--- config.mk ---
export PLATFORM = sky130hd
export DESIGN_NAME = load_store_unit
export DESIGN_NICKNAME = d
export VERILOG_FILES = /design/src/rtl/lsu_pkg.sv /design/src/rtl/lsu_lane_align.sv /design/src/rtl/load_store_unit.sv
export SDC_FILE = /design/constraint.sdc
export NUM_CORES = 1
export LEC_CHECK = 0
export ABC_AREA = 1
export BUFFER_PORTS_ARGS = -buffer_cell sky130_fd_sc_hd__buf_4
export CAP_MARGIN = 0
export CORE_ASPECT_RATIO = 0.5
export CORE_MARGIN = 2
export CORE_UTILIZATION = 54
export DETAILED_ROUTE_END_ITERATION = 7
export PLACE_DENSITY = 0.95
export SYNTH_ARGS = -nofsm -noshare
export SYNTH_HDL_FRONTEND = slang
export SYNTH_SLANG_ARGS = --single-unit
--- constraint.sdc ---
create_clock -name lsu_clk -period 3.5 [get_ports lsu_clk]
set_input_delay 0.7 -clock lsu_clk [delete_from_list [all_inputs] [get_ports lsu_clk]]
set_output_delay 0.7 -clock lsu_clk [all_outputs]
set_load 0.05 [all_outputs]
--- src/rtl/lsu_pkg.sv ---
// lsu_pkg: funct3 constants, FSM states and access-size decode shared by the load/store unit
package lsu_pkg;
  localparam logic [2:0] F3_B  = 3'b000;
  localparam logic [2:0] F3_H  = 3'b001;
  localparam logic [2:0] F3_W  = 3'b010;
  localparam logic [2:0] F3_BU = 3'b100;
  localparam logic [2:0] F3_HU = 3'b101;
  typedef enum logic [2:0] {IDLE, ACCESS, CAPTURE, WRITE, DONE} lsu_state_e;
  typedef enum logic [1:0] {SZ_B, SZ_H, SZ_W} lsu_size_e;
  // Loads and stores share one rule: funct3[1:0] 00 = byte, 01 = half, anything else = word.
  function automatic lsu_size_e f3_size(input logic [2:0] f3);
    return f3[1:0] == F3_B[1:0] ? SZ_B : f3[1:0] == F3_H[1:0] ? SZ_H : SZ_W;
  endfunction
endpackage

--- src/rtl/lsu_lane_align.sv ---
// lsu_lane_align: combinational load lane extract/extend and store lane merge
// Ports: rdata/offset/funct3 -> load_data (extended load result);
//        old_word/wdata/offset/size -> merged (old word with addressed lane(s) replaced).
module lsu_lane_align
  import lsu_pkg::*;
(
  input  logic [31:0] rdata,
  input  logic [1:0]  offset,
  input  logic [2:0]  funct3,
  input  logic [31:0] old_word,
  input  logic [31:0] wdata,
  input  lsu_size_e   size,
  output logic [31:0] load_data,
  output logic [31:0] merged
);
  logic [4:0]  sh;
  logic [7:0]  lane8;
  logic [15:0] lane16;
  logic [31:0] mask;
  logic        sgn;
  lsu_size_e   lsize;
  always_comb begin
    sh        = {offset, 3'b000};
    lane8     = 8'(rdata >> sh);
    lane16    = 16'(rdata >> sh);
    lsize     = f3_size(funct3);
    sgn       = funct3 != F3_BU && funct3 != F3_HU;
    load_data = lsize == SZ_B ? {{24{sgn & lane8[7]}}, lane8} :
                lsize == SZ_H ? {{16{sgn & lane16[15]}}, lane16} : rdata;
    mask      = size == SZ_B ? 32'h0000_00ff << sh :
                size == SZ_H ? 32'h0000_ffff << sh : 32'hffff_ffff;
    merged    = (old_word & ~mask) | ((wdata << sh) & mask);
  end
endmodule

--- src/rtl/load_store_unit.sv ---
// load_store_unit: single-outstanding load/store initiator for a 1-cycle registered word memory
// Ports: lsu_* request side (start/we/funct3/addr/wdata in; rdata/busy/done out),
//        mem_* memory side (word addr, write data, write enable out; registered read data in).
// Macro LSU_MISALIGN_TRAP_EN adds lsu_misaligned and traps misaligned H/W requests;
// without it low address bits are forced to natural alignment.
module load_store_unit
  import lsu_pkg::*;
#(
  parameter int LSU_ADDR_W = 32
) (
  input  logic                  lsu_clk,
  input  logic                  lsu_rst,
  input  logic                  lsu_start,
  input  logic                  lsu_we,
  input  logic [2:0]            lsu_funct3,
  input  logic [LSU_ADDR_W-1:0] lsu_addr,
  input  logic [31:0]           lsu_wdata,
  output logic [31:0]           lsu_rdata,
  output logic                  lsu_busy,
  output logic                  lsu_done,
`ifdef LSU_MISALIGN_TRAP_EN
  output logic                  lsu_misaligned,
`endif
  output logic [LSU_ADDR_W-3:0] mem_addr,
  output logic [31:0]           mem_wdata,
  output logic                  mem_wr_en,
  input  logic [31:0]           mem_rdata
);
  lsu_state_e  state, next_state;
  lsu_size_e   start_size, req_size;
  logic [1:0]  start_off, req_off;
  logic [2:0]  req_f3;
  logic        req_we, trap, accept, store_word;
  logic [31:0] load_data, merged;
  assign start_size = f3_size(lsu_funct3);
  assign start_off  = start_size == SZ_W ? 2'b00 :
                      start_size == SZ_H ? {lsu_addr[1], 1'b0} : lsu_addr[1:0];
`ifdef LSU_MISALIGN_TRAP_EN
  logic mis_q;
  assign trap = (start_size == SZ_H && lsu_addr[0]) || (start_size == SZ_W && lsu_addr[1:0] != 2'b00);
  assign lsu_misaligned = lsu_done & mis_q;
  always_ff @(posedge lsu_clk)
    if (lsu_rst) mis_q <= 1'b0;
    else if (accept) mis_q <= trap;
`else
  assign trap = 1'b0;
`endif
  assign accept     = state == IDLE && lsu_start;
  assign store_word = req_we && req_size == SZ_W;
  assign lsu_busy   = state != IDLE;
  assign lsu_done   = state == DONE;
  assign mem_wr_en  = (state == ACCESS && store_word) || state == WRITE;
  always_ff @(posedge lsu_clk)
    if (lsu_rst) state <= IDLE;
    else state <= next_state;
  always_comb begin
    next_state = state;
    case (state)
      IDLE:    next_state = lsu_start ? (trap ? DONE : ACCESS) : IDLE;
      ACCESS:  next_state = store_word ? DONE : CAPTURE;
      CAPTURE: next_state = req_we ? WRITE : DONE;
      WRITE:   next_state = DONE;
      default: next_state = IDLE;
    endcase
  end
  // mem_wdata doubles as the latched store data until CAPTURE overwrites it with the merged word.
  always_ff @(posedge lsu_clk)
    if (lsu_rst) begin
      req_we    <= 1'b0;
      req_f3    <= 3'b000;
      req_size  <= SZ_B;
      req_off   <= 2'b00;
      mem_addr  <= '0;
      mem_wdata <= '0;
      lsu_rdata <= '0;
    end else begin
      if (accept) begin
        req_we   <= lsu_we;
        req_f3   <= lsu_funct3;
        req_size <= start_size;
        req_off  <= start_off;
        if (!trap) begin
          mem_addr <= lsu_addr[LSU_ADDR_W-1:2];
          if (lsu_we) mem_wdata <= lsu_wdata;
        end
      end
      if (state == CAPTURE) begin
        if (req_we) mem_wdata <= merged;
        else lsu_rdata <= load_data;
      end
    end
  lsu_lane_align u_align (
    .rdata    (mem_rdata),
    .offset   (req_off),
    .funct3   (req_f3),
    .old_word (mem_rdata),
    .wdata    (mem_wdata),
    .size     (req_size),
    .load_data(load_data),
    .merged   (merged)
  );
endmodule

* Word-level counts from Yosys, hierarchy flattened *
Index checks and enable logic that the tools add are counted.

operators by class
  add/sub/neg operators = 0
  $mul = 0
  divide/modulo/power cells = 0
  $lt $le $gt $ge = 0
  equal/unequal tests = 13
  shift-type cells = 4
  multiplexer cells = 18
  bitwise logic cells = 7
  reductions and logical operators = 12

operators with widths
  cell                                                                   number
  32-bit 2-to-1 mux                                                      8
  32-bit AND                                                             2
  32-bit inverter                                                        1
  32-bit OR                                                              1
  16-bit by 5-bit left shift with 32-bit output, first input constant    1
  32-bit by 5-bit left shift with 32-bit output                          1
  8-bit by 5-bit left shift with 32-bit output, first input constant     1
  32-bit by 5-bit >> shifter with 16-bit output                          1
  3-bit case mux with 4 select lines                                     1
  2-bit by 1-bit equality test with 1-bit output, second input constant  5
  2-bit 2-to-1 mux                                                       5
  2-bit logical NOT                                                      4
  3-bit by 2-bit equality test with 1-bit output, second input constant  2
  3-bit 2-to-1 mux                                                       2
  3-bit != test, second input constant                                   2
  2-bit equality test, second input constant                             2
  1-bit logical AND                                                      4
  3-bit by 1-bit equality test with 1-bit output, second input constant  1
  3-bit equality test, second input constant                             1
  3-bit logical NOT                                                      1
  3-bit nonzero test                                                     1
  1-bit AND                                                              2
  1-bit 2-to-1 mux                                                       2
  2-bit AND reduction                                                    1
  2 further kinds                                                        2

storage, ports and cells
  bits in registers = 105
  latch bits = 0
  RAM bits = 0
  memory bits (read-only) = 0
  input bits = 103
  output and inout bits = 97
  logic and storage cells = 62
  memories = 0

* Depth between registers and ports, before layout *
Gate-level depths: netlist of run 1.

  depth after elaboration = 8
  mapped depth = 13
  depth with buffers taken out = 11

* Cells and area by module *
A second synthesis of run 1 with hierarchy kept.

unflattened totals
  cells, all modules = 989
  area, all modules = 5992.0 um^2

modules (own cells, without submodules)
  module           instances  cells each  area each (um^2)  seq. area each (um^2)
  load_store_unit  1          604         4272.8            2102.0
  lsu_lane_align   1          385         1719.1            0.0

* Worst setup path before layout of run 1 *
OpenSTA, ideal clock, no wires.

  path kind = reg2out
  start = register state[1]
  end = output lsu_done
  arrival time = 1482 ps
  data required time = 2800 ps
  slack = 1318 ps
  cell stages (with the launch flop) = 2
  path buffers = 0
  cell sequence = dfxtp_1 nor3_1

on the way
  cells in the longest elaborated chain, start to end = 1

RTL lines
  item                    line                   source
  start, declared         load_store_unit.sv:29  lsu_state_e state, next_state;
  start signal, assigned  load_store_unit.sv:55  else state <= next_state;
  3-bit equality test     load_store_unit.sv:51  assign lsu_done = state == DONE;
  end, declared           load_store_unit.sv:20  output logic lsu_done,

No other way between the ends.

==> results of run 1 <==
==> routing by layer <==
layer	GRT usage, %	vias up	part of all wire (%)
met5	0	-	0
met4	8.952	0	1.9
met3	10.06	52	11
met2	54.81	373	45
met1	44.85	3062	42
li1	-	3173	-
==> how the worst min path moves through the flow <==
stage / to / slack, ps / depth (start not counted)
3_5_place_dp: mem_addr[16] / 460 / 2
3_3_place_gp: mem_addr[25] / 450 / 2
5_1_grt: mem_addr[23] / 490 / 2
6_report: mem_addr[4] / 470 / 2
4_1_cts: mem_addr[16] / 470 / 2
2_1_floorplan: req_f3[2] / 460 / 2
==> power by group through the flow <==
stage,sequential (mW),combinational (mW),clock (mW)
floorplan,1.60,0.407,0
global placement,1.37,0.954,0
detailed placement,1.38,0.965,0
CTS,1.35,0.969,1.02
global route,1.36,1.05,1.07
finish,1.35,0.986,1.01
==> layout make-up <==
class | count | area (sq um)
clock inverter | 7 | 70.07
clock buffer | 9 | 225.2
multi-input combinational | 647 | 2994
sequential | 105 | 2102
tap | 140 | 175.2
timing repair buffer | 205 | 1539
fill | 862 | 2756
inverter | 76 | 287.8
==> logic make-up (layout without fill, tap and decap cells) <==
kind of cell | count (synthesis) | count (layout)
buf+inv | 122 | 297
compound gates | 206 | 206
simple gates | 437 | 437
fa+ha+maj | 4 | 4
flops | 105 | 105
==> metrics by stage <==
step,hold WS (ps),instance area (sq um),cells
2_1_floorplan,462.3,5619,874
3_5_place_dp,457.3,7098,1173
6_report,466.3,7393,1189
4_1_cts,469.3,7393,1189
5_1_grt,486.2,7393,1189
3_3_place_gp,452.2,7098,1173
==> cell usage after synthesis (7+ instances only) <==
master / count
nand2_1: 259
nand3_1: 55
o21ai_0: 86
clkbuf_1: 15
a21oi_1: 95
buf_2: 17
inv_1: 69
o211ai_1: 16
buf_4: 7
nor2_1: 88
dfxtp_1: 105
==> worst register-to-register path, delay by kind of cell (launching register included) <==
kind,cells,cell delay (ps)
fa+ha+maj,1,350
flops,1,780
simple gates,6,790
buf+inv,2,440
compound gates,1,160
==> results.cfg, run 1 <==
[hold_path]
hold_path.class = register to register
worstHoldStart = mem_addr[4]

[clocking]
ctsLongestPathBuffers = 2
post_cts_resize_count = 0
cts_root_buf = clkbuf_16
h-tree-depth = 3
cts_setup_buffers = 0
cts_num_sinks = 105
cts_buffers = 9
cts_tree = built
clk_latency_ps = 360
cts-hold-fix-buffers = 0
clk_pin_slew_ps = 80

[job]
cap_viol_max_count = 0

[logic_synthesis]
ys_async_sr_fraction_pct = 0
yosysWarnings = 0
syn_nets = 981
yosys-top-cells-area = dfxtp_1 37%, nand2_1 17%, a21oi_1 8.5%, o21ai_0 7.7%, nor2_1 5.9%
yosys.area_share.simple_pct = 33.07
synth_edf_count = 0
synth-main-ff-cell = dfxtp_1
synth_top_family_by_area = simple AND/OR/NAND/NOR gates
ys_types = 34
synth_compound_area_share_pct = 19.33
synthAdderAreaFrac_pct = 0.8907
ys_ff_latch = 105
synthXorXnorAreaFrac_pct = 0
avgSynthCellArea_sq_um = 6.429
synth_area_sq_um = 5619
synthMuxAreaShare_pct = 0
synth_cells = 874
yosys.area.top_type = dfxtp_1
ys_seq_area_share_pct = 37.41
yosysTopAreaCellShare_pct = 37.41

[cells_and_area]
num_antenna_cells = 0
final_common_cell = nand2_1
area_delta_synth_final_pct = 31.57
final_cell_mix = 259 x nand2_1, 205 x buf_4, 105 x dfxtp_1
fin_nets = 1151
post-route-util_pct = 72.84
drive_above_1_share_pct = 24.21

[timing]
min_period_ps = 2578
period_share_pct = 73.65
finalHoldViolations = 0
fin_tns_setup_ps = 0
finalSetupViolCount = 0
rsz0062_at_grt = no
fmax_mhz = 387.9
slew_violations = 0
slew_headroom_pct = 19.54
skew_ps = 10.28
worst_pin_slew_ps = 1206
layout_setup_ws_ps = 922.3

[die]
core-area_sq_um = 10150
ios = 200
initial_core_util_pct = 55.36
fp-row-count = 26
die_area_sq_um = 11290
fp.dieH_microns = 76.13
die_w_microns = 148.3

[worst_setup_path]
cp_max_fo = 18
endpoint_kind = register
startpoint = req_off[1]
cp_num_buf_inv = 2
crit_slowest_cell = dfxtp_1
rrSetupSlack_ps = 920
r2r_start = req_off[1]
r2r_cells = 10
cp_common_cell = nand2_2
cp_cell_sequence = inv_2 -> ha_1 -> nand3b_1 -> nand2_2 -> inv_2 -> nand2_2 -> nand2_2 -> nand2_1 -> nand2_1 -> a21oi_1
path_class = register to register
worstPathRequired_ps = 3780
arrival_ps = 2860
worst-path-stages = 10
cpLargestDelayFamily = simple AND/OR/NAND/NOR gates
slowest_delay_ps = 780
start_kind = register

[routing]
first_pass_iters = 7
wl_per_cell_microns = 16.44
viasPerCell = 5.601
dr.first_iter.drc_count = 682
final_antenna_net_count = 0
drt-total-wl_mm = 19.54
route.detailed.drc = 0
dr_total_vias = 6660

[global_routing]
grt-ovfl-total = 0
grt_max_degree = 61
grt_pass1_wl_mm = 30.53
grt_use_total_pct = 34.02
grt_antenna_before_repair = 0
first_global_vias = 6075

[power_and_ir_drop]
ir_drop_mv = 0.2916
pwr-share-clk_pct = 30.2
power.density_nw_per_um2 = 453.4
switching_share_pct = 37.67
p_switching_mw = 1.263
internal_power_mw = 2.089
seq_power_share_pct = 40.4
total_power_mw = 3.352
pwr-share-comb_pct = 29.4
p_leak_nw = 3.603

[placed_design]
dp_hpwl_mm = 14.68
post-place-ws_ps = 1001
gp_congestion = 0.9717
port_buffers = 199

[outcome]
outcome = completed
No activity file was read; power rests on OpenSTA's default activity.
==> run 2, diff against run 1 <==
Settings changed: ABC_AREA 1 to 0, CORE_UTILIZATION 54 to 44, PLACE_DENSITY 0.95 to 0.86.
Clock period 3.5 ns to 2.2 ns, I/O delays scaled along.
==> run 2 against run 1 <==
- clock skew down 3.9 ps
- sequential cell count unchanged
- sequential power is 59% higher
- non-clock buffer count rose by 22
- design area down 3.5%
==> results.cfg, run 2 <==
[die]
initial_core_util_pct = 46.20
ios = 200
fp.dieH_microns = 80.73
die_area_sq_um = 12710
core-area_sq_um = 11220
fp-row-count = 27
die_w_microns = 157.5

[timing]
finalSetupViolCount = 0
fmax_mhz = 475.9
min_period_ps = 2101
period_share_pct = 95.52
finalHoldViolations = 0
slew_violations = 0
worst_pin_slew_ps = 650.8
skew_ps = 6.357
rsz0062_at_grt = no
slew_headroom_pct = 56.55
whs_ps = 314.5

[global_routing]
grt_use_met2_pct = 44.54
grt_pass1_wl_mm = 26.88
grt_antenna_before_repair = 0
grt_max_degree = 37
top_usage_layer = met2
grtUsageMet1_pct = 34.86
first_global_vias = 5293
grt-ovfl-total = 0
met3_usage_pct = 8.164
grt_use_total_pct = 27.26

[logic_synthesis]
yosysTopAreaCellShare_pct = 40.57
synth_edf_count = 0
yosys.cell_count.top_type = a21oi_1
ys_async_sr_fraction_pct = 0
yosys.area_share.simple_pct = 17.48
synthMuxAreaShare_pct = 4.371
synth-main-ff-cell = dfxtp_1
synth_top_family_by_area = compound AO/OA/AOI/OAI gates
synth_cells = 620
avgSynthCellArea_sq_um = 8.357
synth_area_sq_um = 5181
yosysWarnings = 0
yosys.area.top_type = dfxtp_1
ys_types = 57
synthAdderAreaFrac_pct = 0.9660
ys_ff_latch = 105
ys_seq_area_share_pct = 40.57
synthXorXnorAreaFrac_pct = 0
yosys-top-cells-area = dfxtp_1 41%, a21oi_1 10%, nand2_1 6.1%, nor2_1 3.8%, o21ai_0 3.7%
synth_common_cells = 108 x a21oi_1, 105 x dfxtp_1, 84 x nand2_1
syn_nets = 727
synth_compound_area_share_pct = 31.18

[routing]
route.detailed.drc = 0
first_pass_iters = 6
drt-total-wl_mm = 17.80
dr.first_iter.drc_count = 502
final_antenna_net_count = 0
viasPerCell = 5.830
dr_total_vias = 5643
wl_per_cell_microns = 18.39

[power_and_ir_drop]
p_switching_mw = 1.761
pwr-share-clk_pct = 30.1
pwr-share-comb_pct = 27.5
switching_share_pct = 34.77
power.density_nw_per_um2 = 709.6
seq_power_share_pct = 42.4
p_leak_nw = 3.052
total_power_mw = 5.063
internal_power_mw = 3.303
ir_drop_mv = 0.3939

[cells_and_area]
fill_cells = 962
drive_above_1_share_pct = 34.73
final_area_sq_um = 7136
fin_nets = 911
area_delta_synth_final_pct = 37.72
final_common_cell = buf_4
final_cell_mix = 226 x buf_4, 108 x a21oi_1, 104 x dfxtp_1
num_antenna_cells = 0

[clocking]
cts_num_sinks = 105
cts_buffers = 9
post_cts_resize_count = 0
ctsLongestPathBuffers = 2
cts_root_buf = clkbuf_16
cts_tree = built
h-tree-depth = 3
clk_pin_slew_ps = 70
cts-hold-fix-buffers = 0
cts_setup_buffers = 0
clk_latency_ps = 350

[worst_setup_path]
r2r_cells = 6
arrival_ps = 1660
path_class = register to output pin
cp_max_fo = 7
start_kind = register
endpoint_kind = output pin
worstPathRequired_ps = 1760

[hold_path]
hold_path_depth = 2
hold_path.class = input pin to register

[placed_design]
gp_congestion = 0.9348
port_buffers = 199
dp_hpwl_mm = 13.33
placed_area_sq_um = 6845

[outcome]
outcome = completed

[job]
cap_viol_max_count = 0
run 2: cell types whose count changed after synthesis, moves of 8 or more:
cell      previous run  this run
nor2_1              88        52
a222oi_1             0         8
mux2i_1              0         8
mux2_2               0         9
a221oi_1             0        16
o21ai_0             86        38
a21oi_1             95       108
clkbuf_1            15        30
nand3_1             55         2
nand2_1            259        84
o211ai_1            16         2
a22o_1               0        18
inv_1               69         5
run 2: per-layer routing:
metal  part of all wire [%]  vias to the layer above
li1                       -                     2654
met1                     41                     2667
met2                     47                      278
met3                     10                       44
met4                    2.3                        0
met5                      0                        -
run 2: path summary, 6_finish.rpt:
path	slack, ps	end	startpoint
worst min register to register	450	lsu_rdata[3]	lsu_rdata[3]
worst max register to register	110	lsu_rdata[11]	req_off[0]
worst min-delay path	310	register	lsu_wdata[24]
worst max-delay path	100	mem_wr_en	req_size[0]
run 2: worst max-delay path, cell delays in order (launching register included):
cell,delay (ps)
dfxtp_1,510
inv_1,160
a31oi_1,320
nor3b_2,110
buf_4,220
run 2: cells by family after synthesis:
| kind of cell | Yosys count |
|---|---|
| AOI/OAI and AO/OA | 245 |
| and+or+nand+nor | 186 |
| DFF | 105 |
| buffers and inverters | 60 |
| muxes | 20 |
| adders and majority gates | 4 |
run 2: area by class of cell:
type	instances	area [sq um]	area share [%]
flip-flops and latches	105	2103	29.48
inverters	6	22.52	0.3156
clock buffers	9	225.2	3.156
well taps	159	198.9	2.788
multi-input cells	455	2816	39.47
repair buffers	227	1717	24.06
clock inverters	7	52.55	0.7365
run 2: power groups by stage:
stage | clock [mW] | combinational (mW) | sequential (mW)
CTS | 1.54 | 1.38 | 2.14
global route | 1.61 | 1.47 | 2.16
detailed placement | 0 | 1.37 | 2.19
finish | 1.52 | 1.39 | 2.15
global placement | 0 | 1.35 | 2.18
floorplan | 0 | 0.496 | 2.54
run 2: through the flow:
step | instances | TNS [ps] | setup slack, ps | util, %
after global placement | 952 | 0 | 149.6 | 61.03
final | 968 | 0 | 98.60 | 63.62
after floorplan | 620 | -13.41 | -13.41 | -
after detailed placement | 952 | 0 | 135.7 | 61.03
after CTS | 968 | 0 | 104.6 | 63.51
after global routing | 968 | 0 | 5.536 | 63.62
